--- src/rtl/hazard_unit.sv ---
// Load-use / RAW hazard detection and EX forward-select generation for the 5-stage pipeline.
// stall is combinational from ID and shadow state; forwA/forwB register one cycle later.
module hazard_unit #(
  parameter int REG_AW = 5,
  parameter int CNT_W  = 16
) (
  input  logic              clk,
  input  logic              rst,
  input  logic              isForw_ON,
  input  logic              id_valid,
  input  logic [REG_AW-1:0] id_rs1,
  input  logic [REG_AW-1:0] id_rs2,
  input  logic              id_use_rs1,
  input  logic              id_use_rs2,
  input  logic [REG_AW-1:0] id_rd,
  input  logic              id_reg_write,
  input  logic              id_mem_read,
  input  logic              flush,
  output logic              stall,
  output logic [1:0]        forwA,
  output logic [1:0]        forwB,
  output logic [CNT_W-1:0]  stall_cycles,
  output logic [CNT_W-1:0]  forw_events
);

  localparam logic [1:0]       SEL_RF    = 2'b00;
  localparam logic [1:0]       SEL_EXMEM = 2'b01;
  localparam logic [1:0]       SEL_MEMWB = 2'b10;
  localparam logic [CNT_W-1:0] CNT_ONE   = {{(CNT_W-1){1'b0}}, 1'b1};
  localparam logic [CNT_W-1:0] CNT_MAX   = '1;

  // A WB producer is already visible through the write-before-read register
  // file, so only EX and MEM destinations are shadowed; MEM needs no load flag.
  logic [REG_AW-1:0] ex_rd_q, ex_rd_d;
  logic              ex_wr_q, ex_wr_d;
  logic              ex_mr_q, ex_mr_d;
  logic [REG_AW-1:0] mem_rd_q;
  logic              mem_wr_q;

  logic [1:0]        forw_a_q, forw_a_d;
  logic [1:0]        forw_b_q, forw_b_d;
  logic [CNT_W-1:0]  stall_cnt_q, stall_cnt_d;
  logic [CNT_W-1:0]  forw_cnt_q, forw_cnt_d;

  logic ex_hit_rs1, ex_hit_rs2, mem_hit_rs1, mem_hit_rs2;
  logic match_ex, match_mem;
  logic stall_w, ex_load;

  always_comb begin
    ex_hit_rs1  = ex_wr_q  && (ex_rd_q  == id_rs1) && (id_rs1 != '0);
    ex_hit_rs2  = ex_wr_q  && (ex_rd_q  == id_rs2) && (id_rs2 != '0);
    mem_hit_rs1 = mem_wr_q && (mem_rd_q == id_rs1) && (id_rs1 != '0);
    mem_hit_rs2 = mem_wr_q && (mem_rd_q == id_rs2) && (id_rs2 != '0);
    match_ex    = (id_use_rs1 && ex_hit_rs1)  || (id_use_rs2 && ex_hit_rs2);
    match_mem   = (id_use_rs1 && mem_hit_rs1) || (id_use_rs2 && mem_hit_rs2);
  end

  // With forwarding on only a load in EX cannot be bypassed in time.
  always_comb begin
    stall_w = 1'b0;
    if (id_valid && !flush) begin
      if (isForw_ON) stall_w = match_ex && ex_mr_q;
      else           stall_w = match_ex || match_mem;
    end
  end

  assign ex_load = id_valid && !stall_w && !flush;

  always_comb begin
    forw_a_d = SEL_RF;
    forw_b_d = SEL_RF;
    if (ex_load && isForw_ON) begin
      if (id_use_rs1) begin
        if (ex_hit_rs1)       forw_a_d = SEL_EXMEM;
        else if (mem_hit_rs1) forw_a_d = SEL_MEMWB;
      end
      if (id_use_rs2) begin
        if (ex_hit_rs2)       forw_b_d = SEL_EXMEM;
        else if (mem_hit_rs2) forw_b_d = SEL_MEMWB;
      end
    end
  end

  always_comb begin
    ex_rd_d = '0;
    ex_wr_d = 1'b0;
    ex_mr_d = 1'b0;
    if (ex_load) begin
      ex_rd_d = id_rd;
      ex_wr_d = id_reg_write;
      ex_mr_d = id_mem_read;
    end
  end

  always_comb begin
    stall_cnt_d = stall_cnt_q;
    forw_cnt_d  = forw_cnt_q;
    if (stall_w && (stall_cnt_q != CNT_MAX))
      stall_cnt_d = stall_cnt_q + CNT_ONE;
    if (ex_load && ((forw_a_d != SEL_RF) || (forw_b_d != SEL_RF)) && (forw_cnt_q != CNT_MAX))
      forw_cnt_d = forw_cnt_q + CNT_ONE;
  end

  always_ff @(posedge clk or posedge rst) begin
    if (rst) begin
      ex_rd_q     <= '0;
      ex_wr_q     <= 1'b0;
      ex_mr_q     <= 1'b0;
      mem_rd_q    <= '0;
      mem_wr_q    <= 1'b0;
      forw_a_q    <= SEL_RF;
      forw_b_q    <= SEL_RF;
      stall_cnt_q <= '0;
      forw_cnt_q  <= '0;
    end else begin
      ex_rd_q     <= ex_rd_d;
      ex_wr_q     <= ex_wr_d;
      ex_mr_q     <= ex_mr_d;
      mem_rd_q    <= ex_rd_q;
      mem_wr_q    <= ex_wr_q;
      forw_a_q    <= forw_a_d;
      forw_b_q    <= forw_b_d;
      stall_cnt_q <= stall_cnt_d;
      forw_cnt_q  <= forw_cnt_d;
    end
  end

  assign stall        = stall_w;
  assign forwA        = forw_a_q;
  assign forwB        = forw_b_q;
  assign stall_cycles = stall_cnt_q;
  assign forw_events  = forw_cnt_q;

endmodule

--- config.mk ---
export PLATFORM = sky130hd
export DESIGN_NAME = hazard_unit
export DESIGN_NICKNAME = d
export VERILOG_FILES = /design/src/rtl/hazard_unit.sv
export SDC_FILE = /design/constraint.sdc
export NUM_CORES = 1
export LEC_CHECK = 0
export ABC_AREA = 1
export BUFFER_PORTS_ARGS = -buffer_cell sky130_fd_sc_hd__buf_2
export CAP_MARGIN = 20
export CORE_ASPECT_RATIO = 1.1
export CORE_UTILIZATION = 37
export DETAILED_ROUTE_END_ITERATION = 10
export PLACE_DENSITY = 0.69
export SLEW_MARGIN = 20
export SYNTH_ARGS = -nofsm -noshare
export SYNTH_HDL_FRONTEND = slang
export SYNTH_SLANG_ARGS = --single-unit
--- constraint.sdc ---
create_clock -name clk -period 2.85 [get_ports clk]
set_input_delay 0.4275 -clock clk [delete_from_list [all_inputs] [get_ports clk]]
set_output_delay 0.4275 -clock clk [all_outputs]
set_load 0.02 [all_outputs]
* After elaboration in Yosys (flattened, before gate mapping) *
Cells that the tools add are included.

storage, ports and cells
  flip-flop bits (word level) = 49
  latch bits = 0
  RAM bits = 0
  ROM bits = 0
  input bits = 24
  output and inout bits = 37
  memories = 0

cells by class
  $add $sub $neg = 2
  $mul = 0
  div/mod/pow operators = 0
  $lt $le $gt $ge = 0
  equality and inequality tests = 6
  shift operators = 0
  mux-type cells = 13
  bitwise gates (word level) = 0
  reductions and logical operators = 30

operators by type and width
  operator                 count
  $add A16 B1 Y16 const B  2
  $ne A16 B16 Y1 const B   2
  $eq A5 B5 Y1             4
  $logic_and A1 B1 Y1      20
  $mux W2                  8
  $reduce_bool A5 Y1       2
  $mux W5                  1
  $logic_or A1 B1 Y1       4
  $mux W1                  4
  $reduce_bool A2 Y1       2
  $logic_not A1 Y1         2

* Longest topological paths before layout *
Gate-level depths: netlist (run 1).

  depth after elaboration = 17
  depth in mapped cells = 17
  gate-level depth less buffers = 16

* Least setup slack after synthesis (run 1) *
Ideal clock, no wire load.

  path kind = register to register
  from = reg forw_cnt_q[0] (netlist: forw_events[0])
  to = reg forw_cnt_q[7] (netlist: forw_events[7])
  library setup time = 0.118 ns
  arrival = 1.841 ns
  required time = 2.732 ns
  slack = 0.891 ns
  cell stages (with the launch flop) = 10
  buffers on the path = 2
  period minus slack after synthesis = 1.959 ns
  path through = dfrtp_1 ha_1 nand3_1 inv_1 nand2_1 or4_1 buf_6 buf_4 nand3_1 nand2_1

between the ends
  cells in the longest elaborated chain, start to end = 2
  elaborated cells between the ends (all ways) = 3
  classes of those cells = add/sub (1); eq/ne (1); reduce/logical (1)

ends and longest elaborated chain
  what                                                     line  source
  from (decl)                                              43    logic [CNT_W-1:0] forw_cnt_q, forw_cnt_d;
  from (signal assigned)                                   124   forw_cnt_q <= forw_cnt_d;
  branches (longest 2 deep; another with $add A16 B1 Y16)  -

Parallel ways; which one is timed is not known.
A chain may end at the register's enable or synchronous reset.

* Worst setup path in the final report (run 1) *
  from = reg ex_rd_q[1]
  to = out stall

between the ends
  cells in the longest elaborated chain, start to end = 8
  elaborated cells between the ends (all ways) = 13
  classes of those cells = eq/ne (2); mux (2); reduce/logical (9)

ends and longest elaborated chain
  what                                                         line    source
  from (decl)                                                  34      logic [REG_AW-1:0] ex_rd_q, ex_rd_d;
  from (signal assigned)                                       116     ex_rd_q <= ex_rd_d;
  $eq A5 B5 Y1, on equally long branches                       50, 51
  $logic_and A1 B1 Y1, on equally long branches (2 in series)  50, 51
  $logic_and A1 B1 Y1                                          54      match_ex = (id_use_rs1 && ex_hit_rs1) || (id_use_rs2 && ex_hit_rs2);
  $logic_or A1 B1 Y1 (*)                                       54
  $logic_or A1 B1 Y1 or $logic_and A1 B1 Y1 (tied branches)    63, 62
  $mux W1 (*)                                                  62      if (isForw_ON) stall_w = match_ex && ex_mr_q;
  $mux W1 (*)                                                  61      if (id_valid && !flush) begin
  to (decl)                                                    19      output logic stall,

Every way passes the cells marked *; elsewhere a longest branch is shown, timed or not.

==> impl_metrics.csv, run 1 <==
group,metric,value,unit
setup_path,crit_chain,"inv_1 -> nand2_1 -> nand2_1 -> inv_1 -> nand2_1 -> nor2_1 -> nand3_2 -> nand2_1 -> nand2_1 -> nand2_1 -> nand2_1 -> inv_2 -> buf_2",
pwr,pwr-share-seq,50.7,%
layout,multi_input_area,1420,µm²
detailed_routing,viasPerCell,4.69,
logic_synthesis,yosysSeqAreaShare,42.0,%
placement,place_hpwl,4.97,mm
clocking,cts_tree,"yes",
die,rows,33,
layout,antenna_cells,0,
global_route,use_met2,30.0,%
placement,io_buffers,60,
setup_path,worst-endpoint-required,2.42,ns
layout,fill_cells,779,
sta,skew,0.0146,ns
detailed_routing,first_pass_iters,4,
sta,layout_worst_path_cycle_share,81.8,%
sta,tns,0,ns
clocking,h-tree-depth,2,
clocking,cts_buffer_depth,2,
sta,finalMaxSlewViolations,0,
global_route,antenna_found_initial,0,
clocking,post_cts.repair.setup_buffers,0,
clocking,numCtsBuffers,5,
sta,max-slew-margin-rel,53.8,%
layout,most-common-layout-cells,"126 x nand2_1, 60 x buf_2, 51 x inv_1",
die,die_area,8250,µm²
setup_path,critPathMaxFanout,4,
pwr,combPwrFrac,9.0,%
die,io_pins,61,
global_route,met3_usage,2.94,%
layout,nets,484,
sta,hold_violations,0,
detailed_routing,drcViolationCount,0,
logic_synthesis,syn-cell-area,2920,µm²
clocking,cts_resized,0,
logic_synthesis,synth_cell_types,33,
logic_synthesis,syn_nets,420,
pwr,powerDensity,413,nW/µm²
die,core,7560,µm²
setup_path,crit_family,"simple AND/OR/NAND/NOR gates",
global_route,track_usage,17.0,%
global_route,gr-total-overflow,0,
logic_synthesis,ys_ff_latch,49,
die,fp.dieW,86.7,µm
pwr,p_int,1100,µW
clocking,worstSkewPairLatency,0.30,ns
placement,gp_congestion,0.911,
clocking,clockRootBuffer,"clkbuf_8",
global_route,met1_usage,21.1,%
die,dieHeight,95.2,µm
min_path,worstHoldPathType,"in -> async",
setup_path,max_stage_delay,0.42,ns
layout,drive_gt1_share,20.7,%
pwr,power.share.clock,40.4,%
sta,worst_pin_slew,0.693,ns
setup_path,crit_type,"reg -> out",
layout,seqCellArea,1230,µm²
layout,final_common_cell,"nand2_1",
logic_synthesis,syn_inst,394,
die,start_util,38.6,%
flow_run,cap_violations,0,
pwr,sw_frac_of_total,22.9,%
clocking,cts_sinks,49,
layout,area_growth,18.5,%
status,status,"complete, no violations",
detailed_routing,routed_wire_length_per_instance,11.6,µm
pwr,peakVddDrop,0.000236,V
placement,dp_cells,556,
global_route,grt_pass1_vias,2479,
sta,setup_viol,0,
global_route,grt-busiest-layer,"met2",
setup_path,path_buf_inv,4,
pwr,power_switching,327,µW
global_route,grt_pass1_wl,11.1,mm
setup_path,path_common_cell,"nand2_1",
logic_synthesis,yosysWarningCount,0,
global_route,grt_max_degree,50,
layout,stdcell_count,564,
setup_path,cp.arrival,1.90,ns
clocking,clk_pin_slew,0.09,ns
sta,min_period,2.33,ns
detailed_routing,ant_nets,0,
detailed_routing,num_vias,2647,
setup_path,endpoint_kind,"output pin",
clocking,hold_buffers,0,
detailed_routing,wirelength,6.56,mm
sta,fmax,0.429,GHz
logic_synthesis,syn_area_per_cell,7.41,µm²
setup_path,slowest_stage,"dfrtp_1",
detailed_routing,drt_iter0_markers,106,
setup_path,start_kind,"flip-flop",
pwr,p_leak,0.00190,µW
sta,rsz0062_at_grt,"no",
-- registers in the layout, summed over array words and instances (netlist names) --
| name | flops |
|---|---|
| forwA | 2 |
| stall_cycles | 16 |
| forw_events | 16 |
| mem_wr_q | 1 |
| forwB | 2 |
| ex_wr_q | 1 |
| ex_rd_q | 5 |
| ex_mr_q | 1 |
| mem_rd_q | 5 |
-- path summary, 6_finish.rpt --
check | cells past startpoint | endpoint | startpoint | slack (ns)
worst min register to register | 0 | mem_wr_q | ex_wr_q | 0.38
worst min-delay path | 3 | forw_events[15] | rst | 0.27
worst max register to register | 8 | forw_events[4] | forw_events[0] | 0.66
max in group asynchronous | 3 | stall_cycles[0] | rst | 2.15
min in group clk | 3 | ex_rd_q[1] | id_rd[1] | 0.33
worst max-delay path | 13 | stall | ex_rd_q[1] | 0.52
-- per-stage QoR --
stage               hold slack, ns  utilization (%)  instance area [µm²]  setup WS [ns]  power (µW)
floorplan                    0.354                -                 2920          0.891         817
global placement             0.371             44.0                 3330          0.755         867
detailed placement           0.369             44.0                 3330          0.692         869
CTS                          0.302             45.8                 3460          0.485        1450
global route                 0.319             45.8                 3460          0.316        1500
finish                       0.274             45.8                 3460          0.518        1430
-- synthesized netlist by cell type (all sizes together) --
library cell	instances	area share, %
nand2	128	17
inv	60	7.7
dfrtp	49	42
nand3	39	7.4
nor2	33	4.7
xor2	20	6.0
o21ai	15	2.8
nor3	11	2.1
xnor2	9	2.7
nand4	7	1.5
a21oi	5	0.99
buf	5	1.5
nor4	5	1.3
ha	2	0.86
nor3b	2	0.51
clkbuf	1	0.13
clkinv	1	0.13
or2	1	0.21
or4	1	0.26
-- power by group through the flow --
stage	Clock [µW]	Combinational, µW	Sequential, µW
floorplan	0	71.7	745
global placement	0	128	739
detailed placement	0	130	739
CTS	598	130	725
global route	627	146	727
finish	577	128	725
-- worst reg2reg max path, stage by stage (launching register included) --
cell and delay (ns):
dfrtp_1 0.42, ha_1 0.24, nand3_1 0.13, inv_1 0.07, nand2_1 0.10, or4_1 0.77, nand2_8 0.27, nand2_1 0.08
nand2_1 0.06
-- logic make-up after synthesis --
| logic type | synth area share (%) |
|---|---|
| AND/OR/NAND/NOR | 35.1 |
| XOR/XNOR | 8.70 |
| adder cells (fa/ha/maj) | 0.857 |
| buffers and inverters | 9.47 |
| AO/OA/AOI/OAI | 3.81 |
| flip-flops | 42.0 |
-- per-layer routing --
metal	part of all wire (%)	up-vias
met5	0	-
met4	1.7	0
met3	3.6	10
met2	49	55
met1	46	1227
li1	-	1355
-- cell type report --
type / count / share of cell area, %
Inverter: 61 / 6.62
Sequential cell: 49 / 35.4
Clock inverter: 3 / 1.88
Timing Repair Buffer: 63 / 9.33
Tap cell: 105 / 3.80
Multi-Input combinational cell: 278 / 40.9
Clock buffer: 5 / 1.99
Note: power is estimated with default switching activity, not from simulation.
==> run 2, diff against run 1 <==
Clock period 2.85 ns to 2.3 ns, I/O delays scaled along.
==> run 2 against run 1 <==
Global-route usage is 0.49 points higher. Routed wire length up 4.9%. Setup slack got worse by 0.34 ns. Sequential share of layout area is essentially flat. Non-clock buffer count rose by 4. First-iteration DRC count decreased by 6.6%. Combinational power increased by 30%. Critical path depth decreased by 2. Register-to-register slack got worse by 0.32 ns. Clock-buffer cell count rose by 1. Critical path type unchanged. Highest routed layer unchanged.
==> impl_metrics.csv, run 2 (synthesized netlist as in run 1, its figures left out) <==
group,metric,value,unit
setup_path,crit_chain,"buf_4 -> nand2_1 -> nand3_1 -> nor2_2 -> nand3_2 -> nand2_1 -> nand2_1 -> nand2_1 -> nand2_2 -> inv_2 -> buf_2",
clocking,clockRootBuffer,"clkbuf_8",
setup_path,cp.arrival,1.78,ns
die,rows,33,
sta,min_period,2.12,ns
detailed_routing,num_vias,2705,
setup_path,path_common_cell,"nand2_1",
setup_path,worst-endpoint-required,1.96,ns
sta,worst_pin_slew,0.622,ns
sta,skew,0.0113,ns
layout,final_util,45.8,%
setup_path,slowest_stage,"dfrtp_1",
pwr,peakVddDrop,0.000203,V
detailed_routing,first_pass_iters,4,
die,dieHeight,95.2,µm
layout,final_common_cell,"nand2_1",
sta,layout_worst_path_cycle_share,92.3,%
pwr,pwr-share-seq,58.0,%
detailed_routing,ant_nets,0,
die,start_util,38.6,%
detailed_routing,drcViolationCount,0,
placement,gp_congestion,0.938,
global_route,grt_pass1_vias,2630,
placement,place_area,3340,µm²
pwr,power_switching,400,µW
setup_path,path_buf_inv,3,
placement,io_buffers,60,
sta,rsz0062_at_grt,"no",
layout,drive_gt1_share,22.5,%
layout,most-common-layout-cells,"125 x nand2_1, 60 x buf_2, 51 x inv_1",
sta,hold_ws,0.188,ns
clocking,h-tree-depth,2,
sta,setup_ws,0.178,ns
layout,area_growth,18.5,%
pwr,p_int,1150,µW
sta,max-slew-margin-rel,58.5,%
pwr,combPwrFrac,10.7,%
min_path,worstHoldPathType,"in -> async",
sta,setup_viol,0,
layout,nets,488,
setup_path,max_stage_delay,0.43,ns
sta,finalMaxSlewViolations,0,
detailed_routing,wirelength,6.89,mm
placement,place_hpwl,5.24,mm
die,io_pins,61,
setup_path,crit_type,"reg -> out",
setup_path,crit_family,"simple AND/OR/NAND/NOR gates",
pwr,p_leak,0.00190,µW
pwr,power.share.clock,31.3,%
detailed_routing,viasPerCell,4.76,
sta,fmax,0.471,GHz
clocking,numCtsBuffers,5,
die,die_area,8250,µm²
global_route,gr-total-overflow,0,
die,core,7560,µm²
clocking,cts_sinks,49,
clocking,cts_buffer_depth,2,
global_route,antenna_found_initial,0,
layout,antenna_cells,0,
die,fp.dieW,86.7,µm
setup_path,critPathMaxFanout,4,
placement,dp_worst_setup_slack,0.325,ns
flow_run,cap_violations,0,
global_route,grt_max_degree,50,
pwr,powerDensity,448,nW/µm²
clocking,hold_buffers,0,
global_route,track_usage,17.5,%
setup_path,start_kind,"flip-flop",
clocking,worstSkewPairLatency,0.30,ns
detailed_routing,routed_wire_length_per_instance,12.1,µm
setup_path,endpoint_kind,"output pin",
detailed_routing,drt_iter0_markers,99,
sta,hold_violations,0,
global_route,grt_pass1_wl,11.4,mm
clocking,clk_pin_slew,0.09,ns
clocking,cts_tree,"yes",
layout,fin_area,3460,µm²
status,status,"complete, no violations",
sta,tns,0,ns
pwr,sw_frac_of_total,25.8,%
-- run 2: layer usage --
layer | share of wire, % | wire [µm] | vias to the layer above | GRT usage [%]
li1 | - | - | 1359 | -
met1 | 42 | 2930 | 1255 | 20.2
met2 | 50 | 3480 | 74 | 32.1
met3 | 4.5 | 307 | 17 | 2.51
met4 | 2.6 | 176 | 0 | 7.78
met5 | 0 | 0 | - | 0
-- run 2: path summary, 6_finish.rpt --
kind                                      from              to  slack (ns)  depth (start not counted)
worst max-delay path                ex_rd_q[1]           stall        0.18                         11
worst min register to register         ex_wr_q        mem_wr_q        0.38                          0
worst min-delay path                       rst  forw_events[5]        0.19                          3
min in group clk                      id_rd[2]      ex_rd_q[2]        0.26                          3
worst max register to register  forw_events[1]  forw_events[4]        0.34                          9
max in group asynchronous                  rst      ex_rd_q[3]        1.67                          3
-- run 2: power groups by stage --
| stage | registers [µW] | logic [µW] | clock network [µW] |
|---|---|---|---|
| after detailed placement | 915 | 163 | 0 |
| after global placement | 915 | 161 | 0 |
| final | 898 | 166 | 485 |
| after global routing | 901 | 186 | 544 |
| after floorplan | 923 | 88.8 | 0 |
| after CTS | 898 | 164 | 514 |
-- run 2: repair_timing --
action                     in CTS  in global routing
setup endpoints to repair       0                  1
buffers inserted                0                  2
resized for setup               0                  6
-- run 2: worst reg2reg max path, delay by kind of cell, from the launching register on --
kind | cells | cell delay, ns
and+or+nand+nor | 6 | 0.94
DFF | 1 | 0.43
buffers and inverters | 2 | 0.29
adders and majority gates | 1 | 0.24
-- run 2: stage by stage --
stage	power, µW	instances
after floorplan	1010	394
after detailed placement	1080	558
final	1550	568
after global routing	1630	568
after global placement	1080	558
after CTS	1580	566
-- run 2: cell type report --
cell class / count / area (µm²)
fill: 786 / 4100
multi-input combinational: 278 / 1440
sequential: 49 / 1230
timing repair buffer: 67 / 353
inverter: 61 / 229
tap: 105 / 131
clock buffer: 6 / 72.6
clock inverter: 2 / 10.0
==> run 3, diff against run 2 <==
Settings changed: GPL_TIMING_DRIVEN set to 0.
==> run 3 against run 2 <==
Fmax about the same. Non-clock buffer count increased by 1. Setup slack gained 0.00083 ns. Hold slack got worse by 0.094 ns. Cell count is 0.18% higher. Routed wire length down 2.6%. Largest cell class unchanged. Clock-buffer cell count is 2 higher. Power rose by 0.37%. Sequential share of layout area decreased by 0.27 points. Core utilization increased by 0.35 points.
==> impl_metrics.csv, run 3 (synthesized netlist as in run 1, its figures left out) <==
group,metric,value,unit
sta,finalMaxSlewViolations,0,
setup_path,start_kind,"flip-flop",
detailed_routing,drcViolationCount,0,
status,status,"complete, no violations",
pwr,p_leak,0.00190,µW
die,rows,33,
setup_path,cp.arrival,1.78,ns
layout,antenna_cells,0,
setup_path,crit_family,"simple AND/OR/NAND/NOR gates",
placement,place_hpwl,5.04,mm
detailed_routing,wirelength,6.71,mm
clocking,clockRootBuffer,"clkbuf_8",
clocking,cts_tree,"yes",
detailed_routing,ant_nets,0,
sta,worst_pin_slew,0.589,ns
detailed_routing,viasPerCell,4.74,
detailed_routing,drt_iter0_markers,149,
clocking,numCtsBuffers,5,
setup_path,rrSetupSlack,0.26,ns
layout,most-common-layout-cells,"125 x nand2_1, 61 x buf_2, 50 x inv_1",
die,start_util,38.6,%
global_route,track_usage,17.2,%
layout,stdcell_count,569,
clocking,cts_buffer_depth,2,
detailed_routing,first_pass_iters,4,
placement,io_buffers,60,
global_route,grt_pass1_vias,2477,
setup_path,worst-endpoint-required,1.96,ns
sta,min_period,2.12,ns
sta,setup_viol,0,
detailed_routing,num_vias,2696,
placement,dp_cells,560,
global_route,grt_pass1_wl,11.1,mm
layout,drive_gt1_share,22.2,%
detailed_routing,routed_wire_length_per_instance,11.8,µm
clocking,h-tree-depth,2,
global_route,grt_max_degree,27,
global_route,antenna_found_initial,0,
layout,fill_cells,791,
die,fp.dieW,86.7,µm
setup_path,crit_chain,"xnor2_1 -> nand2_1 -> nor2_2 -> nand3_2 -> nand2_1 -> nand2_1 -> nand2_1 -> nand2_2 -> inv_2 -> buf_4",
sta,layout_worst_path_cycle_share,92.2,%
sta,max-slew-margin-rel,60.7,%
clocking,clk_pin_slew,0.09,ns
layout,nets,489,
die,core,7560,µm²
global_route,gr-total-overflow,0,
layout,area_growth,19.4,%
clocking,cts_sinks,49,
die,die_area,8250,µm²
sta,fmax,0.471,GHz
clocking,hold_buffers,0,
setup_path,max_stage_delay,0.42,ns
setup_path,slowest_stage,"dfrtp_1",
die,io_pins,61,
setup_path,crit_type,"reg -> out",
setup_path,path_common_cell,"nand2_1",
layout,final_common_cell,"nand2_1",
min_path,worstHoldPathType,"in -> async",
setup_path,critPathMaxFanout,4,
setup_path,endpoint_kind,"output pin",
sta,hold_ws,0.0948,ns
pwr,powerDensity,446,nW/µm²
setup_path,path_buf_inv,2,
flow_run,cap_violations,0,
pwr,peakVddDrop,0.000227,V
sta,hold_violations,0,
placement,gp_congestion,0.899,
sta,tns,0,ns
clocking,worstSkewPairLatency,0.30,ns
sta,skew,0.0115,ns
die,dieHeight,95.2,µm
sta,rsz0062_at_grt,"no",
run 3: area by class of cell:
cell class	count	area, µm²	area share, %
multi-input cells	278	1430	41.1
clock buffers	8	80.1	2.30
well taps	105	131	3.77
repair buffers	62	338	9.69
plain buffers	6	47.5	1.36
flip-flops and latches	49	1230	35.2
inverters	61	229	6.57
run 3: path summary, 6_finish.rpt:
kind / from / endpoint / depth (start not counted)
max: ex_rd_q[2] / stall / 10
min: rst / forw_events[5] / 2
max reg2reg: forw_events[0] / forw_events[7] / 9
min reg2reg: ex_wr_q / mem_wr_q / 0
max in group asynchronous: rst / stall_cycles[12] / 3
min in group clk: id_rd[3] / ex_rd_q[3] / 3
run 3: where the power goes:
part / leakage [µW] / internal, µW / switching [µW]
Combinational: 0.00122 / 59.9 / 108
Sequential: 0.000638 / 879 / 18.4
Clock: 0.0000395 / 217 / 272
run 3: per-stage QoR:
stage	total power, µW	cell area (µm²)	utilization (%)	worst slack [ns]
6_report	1550	3480	46.1	0.179
3_5_place_dp	1080	3380	44.7	0.285
3_3_place_gp	1070	3350	44.3	0.119
2_1_floorplan	1010	2920	-	0.341
5_1_grt	1640	3480	46.1	0.000337
4_1_cts	1580	3460	45.8	0.0331
run 3: repair_timing:
item                                    in CTS  in global routing
setup buffers                                0                  1
gates resized for setup                      0                  8
endpoints found under the setup margin       0                  1
run 3: routing by layer:
| metal | GRT usage (%) | vias to the layer above | share of wire, % |
|---|---|---|---|
| li1 | - | 1363 | - |
| met1 | 21.5 | 1255 | 46 |
| met2 | 29.4 | 72 | 48 |
| met3 | 3.12 | 6 | 4.3 |
| met4 | 6.94 | 0 | 1.4 |
| met5 | 0 | - | 0 |
